===== config.mk =====
export PLATFORM = sky130hd
export DESIGN_NAME = time_set_ctrl
export DESIGN_NICKNAME = d
export VERILOG_FILES = /design/src/rtl/time_set_pkg.sv /design/src/rtl/wrap_counter.sv /design/src/rtl/time_set_ctrl.sv
export SDC_FILE = /design/constraint.sdc
export NUM_CORES = 1
export LEC_CHECK = 0
export ABC_AREA = 1
export ABC_CLOCK_PERIOD_IN_PS = 1900
export CORE_MARGIN = 1.5
export CORE_UTILIZATION = 52
export DETAILED_ROUTE_END_ITERATION = 7
export GPL_TIMING_DRIVEN = 1
export HOLD_SLACK_MARGIN = 0.03
export PLACE_DENSITY = 0.76
export SLEW_MARGIN = 20
export SYNTH_ARGS = -nofsm -noshare
export SYNTH_HDL_FRONTEND = slang
export SYNTH_HIERARCHICAL = 1
export SYNTH_SLANG_ARGS = --single-unit

===== constraint.sdc =====
create_clock -name clk_d -period 1.9 [get_ports clk_d]
set_input_delay 0.285 -clock clk_d [delete_from_list [all_inputs] [get_ports clk_d]]
set_output_delay 0.285 -clock clk_d [all_outputs]
set_load 0.02 [all_outputs]

===== src/rtl/time_set_pkg.sv =====
// -----------------------------------------------------------------------------
// time_set_pkg
// Shared definitions for the time-setting controller: the controller state
// enum, the hour/minute limits and the field widths used by the counters.
// -----------------------------------------------------------------------------
package time_set_pkg;

   typedef enum logic [1:0] {
      ST_IDLE   = 2'd0,
      ST_EDIT_H = 2'd1,
      ST_EDIT_M = 2'd2,
      ST_COMMIT = 2'd3
   } state_t;

   localparam int unsigned MAX_HOUR = 23;
   localparam int unsigned MAX_MIN  = 59;
   localparam int unsigned HOUR_W   = 5;
   localparam int unsigned MIN_W    = 6;

endpackage : time_set_pkg


===== src/rtl/wrap_counter.sv =====
// -----------------------------------------------------------------------------
// wrap_counter
// Modulo (MAX+1) up/down counter with a parallel load. A loaded value that is
// larger than MAX is clamped to 0. Load wins over inc/dec; inc and dec
// together leave the value unchanged.
//
// Ports
//   clk_d     in   clock, rising edge
//   rst       in   asynchronous active-high reset, value -> 0
//   inc       in   count up, MAX wraps to 0
//   dec       in   count down, 0 wraps to MAX
//   load      in   replace value with load_val (clamped)
//   load_val  in   WIDTH  value to load
//   value     out  WIDTH  current count
// -----------------------------------------------------------------------------
module wrap_counter #(
   parameter int unsigned MAX   = 59,
   parameter int unsigned WIDTH = 6
) (
   input  logic             clk_d,
   input  logic             rst,
   input  logic             inc,
   input  logic             dec,
   input  logic             load,
   input  logic [WIDTH-1:0] load_val,
   output logic [WIDTH-1:0] value
);

   localparam logic [WIDTH-1:0] MAX_V = WIDTH'(MAX);

   // NOTE: clocked state is written with non-blocking assignments so every
   // register samples the pre-edge values of its neighbours.
   always_ff @(posedge clk_d or posedge rst) begin
      if (rst) begin
         value <= '0;
      end else if (load) begin
         value <= (load_val > MAX_V) ? '0 : load_val;
      end else if (inc && !dec) begin
         value <= (value == MAX_V) ? '0 : value + 1'b1;
      end else if (dec && !inc) begin
         value <= (value == '0) ? MAX_V : value - 1'b1;
      end
   end

endmodule : wrap_counter


===== src/rtl/time_set_ctrl.sv =====
// -----------------------------------------------------------------------------
// time_set_ctrl
// Button-driven time-setting controller. sel enters edit mode (capturing the
// running time), up/dn adjust the active field, sel switches field, ok
// commits with a one-cycle load strobe. An edit abandoned for TIMEOUT
// flag-free cycles returns to idle without loading. The active field blinks
// with a half-period of BLINK_HALF cycles.
//
// Ports
//   clk_d       in   clock, rising edge
//   rst         in   asynchronous active-high reset
//   up_flag     in   increment pulse
//   dn_flag     in   decrement pulse
//   sel_flag    in   enter edit / switch field pulse
//   ok_flag     in   commit pulse
//   cur_hour    in   5  running hour 0..23
//   cur_min     in   6  running minute 0..59
//   set_hour    out  5  edited hour
//   set_min     out  6  edited minute
//   load        out  one-cycle commit strobe (decoded from state only)
//   editing     out  high in either edit state
//   blink_mask  out  2  bit1 blanks hours, bit0 blanks minutes
// -----------------------------------------------------------------------------
module time_set_ctrl
   import time_set_pkg::*;
#(
   parameter int unsigned BLINK_HALF = 250,
   parameter int unsigned TIMEOUT    = 5000
) (
   input  logic              clk_d,
   input  logic              rst,
   input  logic              up_flag,
   input  logic              dn_flag,
   input  logic              sel_flag,
   input  logic              ok_flag,
   input  logic [HOUR_W-1:0] cur_hour,
   input  logic [MIN_W-1:0]  cur_min,
   output logic [HOUR_W-1:0] set_hour,
   output logic [MIN_W-1:0]  set_min,
   output logic              load,
   output logic              editing,
   output logic [1:0]        blink_mask
);

   localparam int unsigned CNT_W        = 16;
   localparam logic [CNT_W-1:0] TIMEOUT_LAST = CNT_W'(TIMEOUT - 1);
   localparam logic [CNT_W-1:0] BLINK_LAST   = CNT_W'(BLINK_HALF - 1);

   state_t           state_q, state_d;
   logic [CNT_W-1:0] idle_cnt;
   logic [CNT_W-1:0] blink_cnt;
   logic             blink_phase;

   logic any_flag;
   logic in_edit;
   logic timeout_hit;
   logic capture;
   logic field_entry;
   logic adj_en;

   assign any_flag    = up_flag | dn_flag | sel_flag | ok_flag;
   assign in_edit     = (state_q == ST_EDIT_H) || (state_q == ST_EDIT_M);
   assign timeout_hit = !any_flag && (idle_cnt == TIMEOUT_LAST);

   // up/dn only act when neither ok nor sel claims the cycle.
   assign adj_en = in_edit && !ok_flag && !sel_flag;

   // ---------------------------------------------------------------------------
   // State register
   // ---------------------------------------------------------------------------
   always_ff @(posedge clk_d or posedge rst) begin
      if (rst) state_q <= ST_IDLE;
      else     state_q <= state_d;
   end

   // ---------------------------------------------------------------------------
   // Next-state logic
   // ---------------------------------------------------------------------------
   // NOTE: every signal driven here gets a default first, so no path through
   // the case statement can leave a latch behind.
   always_comb begin
      state_d     = state_q;
      capture     = 1'b0;
      field_entry = 1'b0;
      unique case (state_q)
         ST_IDLE: begin
            if (sel_flag) begin
               state_d     = ST_EDIT_H;
               capture     = 1'b1;
               field_entry = 1'b1;
            end
         end
         ST_EDIT_H: begin
            if (ok_flag) begin
               state_d = ST_COMMIT;
            end else if (sel_flag) begin
               state_d     = ST_EDIT_M;
               field_entry = 1'b1;
            end else if (timeout_hit) begin
               state_d = ST_IDLE;
            end
         end
         ST_EDIT_M: begin
            if (ok_flag) begin
               state_d = ST_COMMIT;
            end else if (sel_flag) begin
               state_d     = ST_EDIT_H;
               field_entry = 1'b1;
            end else if (timeout_hit) begin
               state_d = ST_IDLE;
            end
         end
         ST_COMMIT: state_d = ST_IDLE;
         default:   state_d = ST_IDLE;
      endcase
   end

   // ---------------------------------------------------------------------------
   // Inactivity counter: cleared outside edit and by any flag inside it.
   // ---------------------------------------------------------------------------
   always_ff @(posedge clk_d or posedge rst) begin
      if (rst) begin
         idle_cnt <= '0;
      end else if (!in_edit || any_flag) begin
         idle_cnt <= '0;
      end else begin
         idle_cnt <= idle_cnt + 1'b1;
      end
   end

   // ---------------------------------------------------------------------------
   // Blink generator: restarts visible on every field entry.
   // ---------------------------------------------------------------------------
   always_ff @(posedge clk_d or posedge rst) begin
      if (rst) begin
         blink_cnt   <= '0;
         blink_phase <= 1'b0;
      end else if (field_entry || !in_edit) begin
         blink_cnt   <= '0;
         blink_phase <= 1'b0;
      end else if (blink_cnt == BLINK_LAST) begin
         blink_cnt   <= '0;
         blink_phase <= ~blink_phase;
      end else begin
         blink_cnt <= blink_cnt + 1'b1;
      end
   end

   // ---------------------------------------------------------------------------
   // Field counters
   // ---------------------------------------------------------------------------
   wrap_counter #(.MAX(MAX_HOUR), .WIDTH(HOUR_W)) u_hour (
      .clk_d    (clk_d),
      .rst      (rst),
      .inc      (adj_en && (state_q == ST_EDIT_H) && up_flag),
      .dec      (adj_en && (state_q == ST_EDIT_H) && dn_flag),
      .load     (capture),
      .load_val (cur_hour),
      .value    (set_hour)
   );

   wrap_counter #(.MAX(MAX_MIN), .WIDTH(MIN_W)) u_min (
      .clk_d    (clk_d),
      .rst      (rst),
      .inc      (adj_en && (state_q == ST_EDIT_M) && up_flag),
      .dec      (adj_en && (state_q == ST_EDIT_M) && dn_flag),
      .load     (capture),
      .load_val (cur_min),
      .value    (set_min)
   );

   // ---------------------------------------------------------------------------
   // Outputs: decoded from registered state only, never from the flags.
   // ---------------------------------------------------------------------------
   assign load       = (state_q == ST_COMMIT);
   assign editing    = in_edit;
   assign blink_mask = {(state_q == ST_EDIT_H) && blink_phase,
                        (state_q == ST_EDIT_M) && blink_phase};

endmodule : time_set_ctrl


; Word level (Yosys, flattened, before mapping)
; Cells that the tools add are included.
[totals]
regBits = 46
inputBits = 17
out_inout_bits = 15
elab_cells = 87
[classes]
addsub = 6
order_cmp = 2
eq_ne = 8
n_mux = 28
n_bitwise = 4
n_reduce_logical = 33
[op_table]
columns = cell, count
row1 = $mux W16, 3
row2 = $mux W6, 6
row3 = $add A16 B1 Y16 const B, 2
row4 = $mux W5, 6
row5 = $eq A16 B13 Y1 const B, 1
row6 = $eq A16 B8 Y1 const B, 1
row7 = $logic_and A1 B1 Y1, 15
row8 = $mux W2, 6
row9 = $logic_not A1 Y1, 8
row10 = $pmux W2 S4, 1
row11 = $add A6 B1 Y6 const B, 1
row12 = $eq A6 B6 Y1 const B, 1
row13 = $gt A6 B6 Y1 const B, 1
row14 = $logic_not A6 Y1, 1
row15 = $reduce_bool A3 Y1, 2
row16 = $sub A6 B1 Y6 const B, 1
row17 = $add A5 B1 Y5 const B, 1
row18 = $eq A5 B5 Y1 const B, 1
row19 = $gt A5 B5 Y1 const B, 1
row20 = $logic_not A5 Y1, 1
row21 = $mux W1, 5
row22 = $sub A5 B1 Y5 const B, 1
row23 = $eq A2 B2 Y1 const B, 2
row24 = $logic_or A1 B1 Y1, 3
row25 = 8 further kinds, 10

; Longest topological paths before layout
; Gate-level depths: netlist of the first run.
[depth]
word_depth = 11
ltp_mapped = 15
ltp_nobuf = 15

; By module
; Netlist of the first run, hierarchy kept.
[by_module_without_submodules]
columns = mod, n_inst, cells_each, area_per_inst_um2, seq_area_each_um2
row1 = time_set_ctrl, 1, 274, 2169.6, 875.8
row2 = wrap_counter (u_min), 1, 101, 678.2, 150.1
row3 = wrap_counter (u_hour), 1, 89, 550.5, 125.1

; Worst setup path after synthesis of the first run
; No wires, ideal clock.
[synth_timing]
path_kind = reg-to-reg
startpoint = register state_q[0]
endpoint = register u_min.value[0]
setup_time_ps = 125
t_arrival_ps = 2037
required_ps = 1775
slack_ps = -262
stages_incl_launch_ff = 12
path_buffers = 0
synth_period_minus_slack_ps = 2162
path_cell_list = dfrtp_1 > inv_1 > ha_1 > inv_1 > nor3_1 > nand2_1 > nor2_1 > nand2_1 > nand2_2 > nor2_4 > a31oi_1 > a21oi_1
[synth_via]
elab_chain_len = 10
elab_cells_between_ends = 17
cone_classes = eq/ne: 2 / mux: 3 / reduce/logical: 12
[synth_rtl]
columns = item, line
row1 = from (decl), time_set_ctrl.sv:49  ; state_t state_q, state_d;
row2 = from (signal assigned), time_set_ctrl.sv:73  ; else state_q <= state_d;
row3 = $eq A2 B1 Y1 or $eq A2 B2 Y1 (tied branches), time_set_ctrl.sv:62  ; assign in_edit = (state_q == ST_EDIT_H) || (state_q == ST_EDIT_M);
row4 = $logic_or A1 B1 Y1 (*), time_set_ctrl.sv:62
row5 = net editing, time_set_ctrl.sv:41  ; output logic editing,
row6 = $logic_and A1 B1 Y1 (*) (2 in series), time_set_ctrl.sv:66  ; assign adj_en = in_edit && !ok_flag && !sel_flag;
row7 = $logic_and A1 B1 Y1 (*), "time_set_ctrl.sv:165, time_set_ctrl.sv:166"
row8 = $logic_and A1 B1 Y1, time_set_ctrl.sv:166  ; .dec (adj_en && (state_q == ST_EDIT_M) && dn_flag),
row9 = $logic_not A1 Y1, wrap_counter.sv:38  ; end else if (inc && !dec) begin
row10 = $logic_and A1 B1 Y1, wrap_counter.sv:38
row11 = $mux W6, wrap_counter.sv:38
row12 = $mux W6, wrap_counter.sv:36  ; end else if (load) begin
row13 = to (signal assigned), wrap_counter.sv:37  ; value <= (load_val > MAX_V) ? '0 : load_val;
row14 = to (signal assigned), wrap_counter.sv:39  ; value <= (value == MAX_V) ? '0 : value + 1'b1;
row15 = to (signal assigned), wrap_counter.sv:41  ; value <= (value == '0) ? MAX_V : value - 1'b1;
row16 = to (decl), wrap_counter.sv:26  ; output logic [WIDTH-1:0] value
; The timed path passes the listed nets; every way through them passes the cells marked *.
; A chain may end at the register's enable or synchronous reset.

; Final worst setup path of the first run
[layout_timing]
startpoint = register state_q[0]
endpoint = register u_min.value[0]
[layout_via]
elab_chain_len = 10
elab_cells_between_ends = 17
cone_classes = eq/ne: 2 / mux: 3 / reduce/logical: 12
[layout_rtl]
columns = item, line
row1 = $eq A2 B1 Y1 or $eq A2 B2 Y1 (tied branches), "time_set_ctrl.sv:62, time_set_ctrl.sv:165, time_set_ctrl.sv:166"
row2 = $logic_or A1 B1 Y1, time_set_ctrl.sv:62
row3 = $logic_and A1 B1 Y1 (2 in series), time_set_ctrl.sv:66
row4 = $logic_and A1 B1 Y1, "time_set_ctrl.sv:165, time_set_ctrl.sv:166"
row5 = $logic_and A1 B1 Y1, time_set_ctrl.sv:166
row6 = $logic_not A1 Y1, wrap_counter.sv:38
row7 = $logic_and A1 B1 Y1, wrap_counter.sv:38
row8 = $mux W6, wrap_counter.sv:38
row9 = $mux W6, wrap_counter.sv:36
; Several ways; a longest one is shown, not always the timed one.

==> flow_summary.ini, run 1 <==
[sta]
final_hold_viol_count = 0
tightestPinTransition_ps = 454.4
maxSlewHeadroom_pct = 69.70
finClkSkew_ps = 3.719
finalCritPeriodShare_pct = 96.87
final.min_clock_period_ps = 1841
maxSlewViolCount = 0
grt_setup_unrepaired = true
fmax_ghz = 0.5433
setup_tns_ps = 0
hold_ws_ps = 270.9
setup_ws_ps = 59.45
finalSetupViolations = 0

[global_route]
grt.overflow.total = 0
grt_pass1_wl_um = 12160
grt_pass1_vias = 2781
antenna_found_initial = 0
grt_max_degree = 36
grt.total_usage_pct = 20.94

[detailed_routing]
totalWireLength_um = 6989
drt_iter0_drc = 78
vias_per_cell = 5.169
ant_nets = 0
drtPass1Iterations = 4
drcViolationCount = 0
vias = 3060
wire_per_inst_um = 11.81

[cells_and_area]
nets = 544
drive_gt1_share_pct = 20.97
area_delta_synth_final_pct = 19.59
fillers = 559
post-route-util_pct = 64.00
design_area_um2 = 4064
diodes = 0

[floorplan]
start_util_pct = 53.52
core_region_area_um2 = 6350
dieArea_um2 = 7029
die_h_um = 83.84
fp-row-count = 29
fp.dieW_um = 83.84
io_pins = 32

[cts]
numCtsBuffers = 5
cts.sinks = 46
clkTransAtPathRegs_ps = 90
tritoncts = done
cts-htree-levels = 2
ctsLongestPathBuffers = 2
root_buffer = clkbuf_8
hold_buffers = 0
clk_latency_ps = 300

[power_and_ir_drop]
peakVddDrop_mv = 0.7770
power.static_leakage_nw = 1.914
powerDensity_nw_per_um2 = 1148

[placed_design]
gp_congestion = 0.9025
hpwlAfterDp_um = 5396
dp_slack_ps = -120.6
placed_cell_area_um2 = 3866
portBuffers = 31

[worst_setup_path]
critPathKind = reg2reg
start_kind = flip-flop
worstPathMaxFanout = 8
r2r_slack_ps = 60
crit_path_end_kind = flip-flop
reg2reg_depth = 11
required_ps = 2090
cp.arrival_ps = 2030

[worst_hold_path]
hold_class = in2async

[logic_synthesis]
synth-seq-area-share_pct = 33.87
synthDistinctLibCells = 39
synthesis.nets = 494
yosys_warnings = 6
syn-cell-area_um2 = 3398
synth_seq_cells = 46
syn_area_per_cell_um2 = 7.324
syn_inst = 464

[flow_run]
max_cap_violations = 0

[status]
status = finished, final reports clean
==> area by class of cell <==
type	instances	area [µm²]	share of cell area (%)
Clock buffer	7	76.32	1.878
Clock inverter	1	30.03	0.7389
Timing Repair Buffer	48	429.2	10.56
Multi-Input combinational cell	345	2018	49.66
Sequential cell	46	1151	28.33
Tap cell	77	96.34	2.371
Inverter	68	262.8	6.466
==> worst paths after layout <==
kind | start | endpoint
hold / removal | rst | u_hour/value[2]$_DFFE_PP0P_
min in group clk_d | idle_cnt[0]$_DFF_PP0_ | idle_cnt[0]$_DFF_PP0_
setup / recovery | state_q[0]$_DFFE_PP0P_ | u_min/value[0]$_DFFE_PP0P_
max in group asynchronous | rst | idle_cnt[10]$_DFF_PP0_
hold reg to reg | idle_cnt[0]$_DFF_PP0_ | idle_cnt[0]$_DFF_PP0_
setup reg to reg | state_q[0]$_DFFE_PP0P_ | u_min/value[0]$_DFFE_PP0P_
==> per-stage QoR <==
step,power [mW],cells
6_report,4.664,592
5_1_grt,5.040,592
4_1_cts,4.616,590
3_5_place_dp,3.803,579
3_3_place_gp,3.750,579
2_1_floorplan,3.124,464
==> what timing repair did <==
| action | in CTS | in global routing |
|---|---|---|
| setup endpoints to repair | 15 | 13 |
| buffers inserted | 3 | 1 |
| resized for setup | 10 | 21 |
| pin swaps | 9 | 10 |
| hold endpoints to repair | 0 | 0 |
| cloned | 0 | 1 |
==> routing by layer <==
metal / global-route usage, % / vias up / routed length (µm)
li1: - / 1581 / -
met1: 26.75 / 1416 / 3148
met2: 36.80 / 53 / 3538
met3: 3.066 / 10 / 199
met4: 6.110 / 0 / 102
met5: 0 / - / 0
==> placed cells by master, fill, tap and decap left out, types with 3 or more instances in the layout <==
master           synthesis  routed
inv_4                    1       3
nor2_1                  61      57
buf_4                    0      16
nand3_1                 44      40
clkdlybuf4s50_1          0      27
nand3_2                  5      10
nor2_4                   6       7
nor3_2                   6       6
dfrtp_1                 46      46
nor2_2                  11      14
a21oi_1                 24      23
nor3_1                  11      10
nand2_1                107     100
ha_1                    13      12
nand4_1                  8       8
inv_1                   53      49
nand2_2                  4      11
inv_2                   14      16
xor2_1                  11      11
o21ai_0                  7       7
nor3_4                   2       3
clkbuf_8                 0       5
==> flip-flops by register name, summed over array words and instances (netlist names) <==
name,cells
blink_phase,1
u_hour/value,5
u_min/value,6
state_q,2
idle_cnt,16
blink_cnt,16
==> report_power, final <==
part | internal, mW | switching, mW | leakage [nW]
Sequential | 1.14 | 0.273 | 0.615
Combinational | 1.07 | 1.46 | 1.25
Clock | 0.394 | 0.330 | 0.0524
==> critical path, cell delays in order, from the launching register on <==
cell and delay, ps:
dfrtp_1 370, inv_2 60, ha_4 270, inv_4 40, nor3_4 140, nand2_2 90
nor2_2 230, nor2_8 90, nor2_4 210, inv_2 80, nor2_2 100, a21oi_1 40
==> synthesized netlist by cell type <==
master / number / area (µm²)
a21oi_1: 24 / 120.1
a31oi_1: 2 / 12.51
a31oi_4: 1 / 21.27
and3_1: 1 / 6.260
buf_2: 1 / 5.000
buf_6: 5 / 56.30
dfrtp_1: 46 / 1151
ha_1: 13 / 162.7
inv_1: 53 / 198.9
inv_2: 14 / 52.55
inv_4: 1 / 6.260
nand2_1: 107 / 401.6
nand2_2: 4 / 25.02
nand2_4: 2 / 22.52
nand3_1: 44 / 220.2
nand3_2: 5 / 50.05
nand3_4: 2 / 35.03
nand3b_1: 1 / 7.510
nand4_1: 8 / 50.05
nand4_4: 1 / 21.27
nor2_1: 61 / 229.0
nor2_2: 11 / 68.82
nor2_4: 6 / 67.56
nor2_8: 1 / 20.02
nor3_1: 11 / 55.05
nor3_2: 6 / 60.06
nor3_4: 2 / 32.53
nor3b_1: 1 / 7.510
nor3b_2: 2 / 25.02
o211ai_1: 1 / 7.510
o21a_1: 1 / 7.510
o21ai_0: 7 / 35.03
o21ai_2: 1 / 8.760
o21bai_1: 2 / 15.01
or2_0: 1 / 6.260
or2_1: 1 / 6.260
or2_2: 1 / 6.260
xnor2_1: 2 / 17.52
xor2_1: 11 / 96.34
==> kinds of logic after synthesis <==
| logic type | synth area share, % |
|---|---|
| buf+inv | 9.389 |
| simple gates | 41.90 |
| fa+ha+maj | 4.787 |
| flops | 33.87 |
| xor+xnor | 3.351 |
| compound gates | 6.701 |
No activity file was read; power rests on OpenSTA's default activity.
==> run 2, diff against run 1 <==
--- a/config.mk
+++ b/config.mk
@@ -8,3 +8,2 @@
 export ABC_AREA = 1
-export ABC_CLOCK_PERIOD_IN_PS = 1900
 export CORE_MARGIN = 1.5
==> constraint.sdc (replaced) <==
create_clock -name clk_d -period 1.9 [get_ports clk_d]
set_input_delay 0.38 -clock clk_d [delete_from_list [all_inputs] [get_ports clk_d]]
set_output_delay 0.38 -clock clk_d [all_outputs]
set_load 0.02 [all_outputs]
==> run 2 against run 1 <==
  * Fmax decreased by 0.49%
  * Combinational power increased by 4%
  * Cell count increased by 0.84%
  * Global-route usage increased by 0.42 points
  * Sequential cell count unchanged
  * Non-clock buffer count increased by 4
  * Via count decreased by 0.46%
  * First-iteration DRC count increased by 15%
  * Clock power about the same
  * Critical endpoint is now blink_mask[0]
==> flow_summary.ini, run 2 (synthesis results as in run 1) <==
[floorplan]
core_region_area_um2 = 6350
start_util_pct = 53.52
fp-row-count = 29
dieArea_um2 = 7029
io_pins = 32
fp.dieW_um = 83.84
die_h_um = 83.84

[sta]
hold_ws_ps = 358.1
finalSetupViolations = 0
maxSlewViolCount = 0
final.min_clock_period_ps = 1850
grt_setup_unrepaired = true
tightestPinTransition_ps = 443.4
setup_tns_ps = 0
finClkSkew_ps = 6.002
final_hold_viol_count = 0
fmax_ghz = 0.5406
finalCritPeriodShare_pct = 97.35
maxSlewHeadroom_pct = 70.44
setup_ws_ps = 50.34

[worst_setup_path]
r2r_slack_ps = 80
cp.arrival_ps = 1470
r2r-start = state_q[1]$_DFFE_PP0P_
critPathKind = reg2out
worstReg2RegEnd = u_hour/value[3]$_DFFE_PP0P_
crit_path_end_kind = output port
worstPathMaxFanout = 3
start_kind = flip-flop
required_ps = 1520
reg2reg_depth = 15

[global_route]
grt_max_degree = 36
grt.total_usage_pct = 21.35
grt_pass1_wl_um = 12440
antenna_found_initial = 0
grt.overflow.total = 0
grt_pass1_vias = 2931

[placed_design]
dp_slack_ps = -154.2
portBuffers = 31
hpwlAfterDp_um = 5411
gp_congestion = 0.9120

[power_and_ir_drop]
p_comb_share_pct = 56.0
p_sw_share_pct = 44.40
p_seq_share_pct = 28.6
power_mw = 4.708
p_sw_mw = 2.091
p_int_mw = 2.618
powerDensity_nw_per_um2 = 1144
power.static_leakage_nw = 1.939
clock_power_share_pct = 15.4
peakVddDrop_mv = 0.9015

[cts]
tritoncts = done
clk_latency_ps = 300
hold_buffers = 0
cts.sinks = 46
ctsLongestPathBuffers = 2
cts-htree-levels = 2
root_buffer = clkbuf_8
clkTransAtPathRegs_ps = 90
numCtsBuffers = 5

[cells_and_area]
area_delta_synth_final_pct = 21.06
nets = 549
fillers = 542
drive_gt1_share_pct = 20.96
post-route-util_pct = 64.79
diodes = 0
layout_commonest_cell = nand2_1
top_regs = blink_cnt x16, idle_cnt x16, u_min/value x6
final_cell_mix = nand2_1 (102), nor2_1 (56), inv_1 (50), dfrtp_1 (46), nand3_1 (40)

[status]
status = finished, final reports clean

[detailed_routing]
vias = 3046
ant_nets = 0
drcViolationCount = 0
totalWireLength_um = 7264
drt_iter0_drc = 90
vias_per_cell = 5.102
drtPass1Iterations = 4
wire_per_inst_um = 12.17

[flow_run]
max_cap_violations = 0

[worst_hold_path]
hold_class = in2async
run 2: final cells by class:
type                    instances  area [µm²]  share of cell area, %
well taps                      77       96.34                  2.342
flip-flops and latches         46        1151                  27.98
inverters                      68       260.3                  6.326
repair buffers                 52       467.9                  11.37
clock buffers                   7       76.32                  1.855
clock inverters                 1       30.03                 0.7299
multi-input cells             346        2032                  49.39
run 2: worst max path at each step:
stage / slack, ps / cells past startpoint / start / to
detailed placement: -150 / 11 / sel_flag / u_min/value[0]$_DFFE_PP0P_
finish: 50 / 5 / state_q[1]$_DFFE_PP0P_ / blink_mask[0]
global route: -130 / 15 / state_q[0]$_DFFE_PP0P_ / u_hour/value[3]$_DFFE_PP0P_
floorplan: -2 / 13 / state_q[0]$_DFFE_PP0P_ / u_min/value[0]$_DFFE_PP0P_
CTS: 10 / 13 / state_q[1]$_DFFE_PP0P_ / u_min/value[5]$_DFFE_PP0P_
global placement: -110 / 11 / sel_flag / u_min/value[0]$_DFFE_PP0P_
run 2: what timing repair did:
action,in CTS,in global routing
buffers inserted,2,1
gates cloned,1,1
endpoints found under the setup margin,12,13
pin swaps,3,9
gates resized for setup,8,19
run 2: metrics by stage:
stage          instance area [µm²]  instances
5_1_grt                       4114        597
3_5_place_dp                  3904        584
3_3_place_gp                  3904        584
2_1_floorplan                 3423        464
6_report                      4114        597
4_1_cts                       4033        595
run 2: power groups by stage:
stage	Clock (mW)	Combinational [mW]	Sequential, mW
after floorplan	0	1.64	1.48
after global placement	0	2.45	1.35
after detailed placement	0	2.50	1.36
after CTS	0.753	2.53	1.35
after global routing	0.786	2.92	1.38
final	0.725	2.63	1.35
run 2: worst max-delay path, cell delays in order (launching register included):
cell and delay [ps]:
dfrtp_1 400, buf_4 150, ha_1 190, nand2_1 90
inv_1 40, dlygate4sd2_1 310
run 2: routing by layer:
metal / GRT usage [%] / share of wire [%] / vias up
li1: - / - / 1589
met5: 0 / 0 / -
met1: 26.48 / 46 / 1390
met2: 36.51 / 49 / 51
met3: 3.264 / 2.8 / 16
met4: 9.985 / 2.2 / 0
==> run 3, diff against run 2 <==
CAP_MARGIN = 40   (was unset)
==> results of run 3 <==
No change in the layout: final DEF, timing and power equal those of run 2.
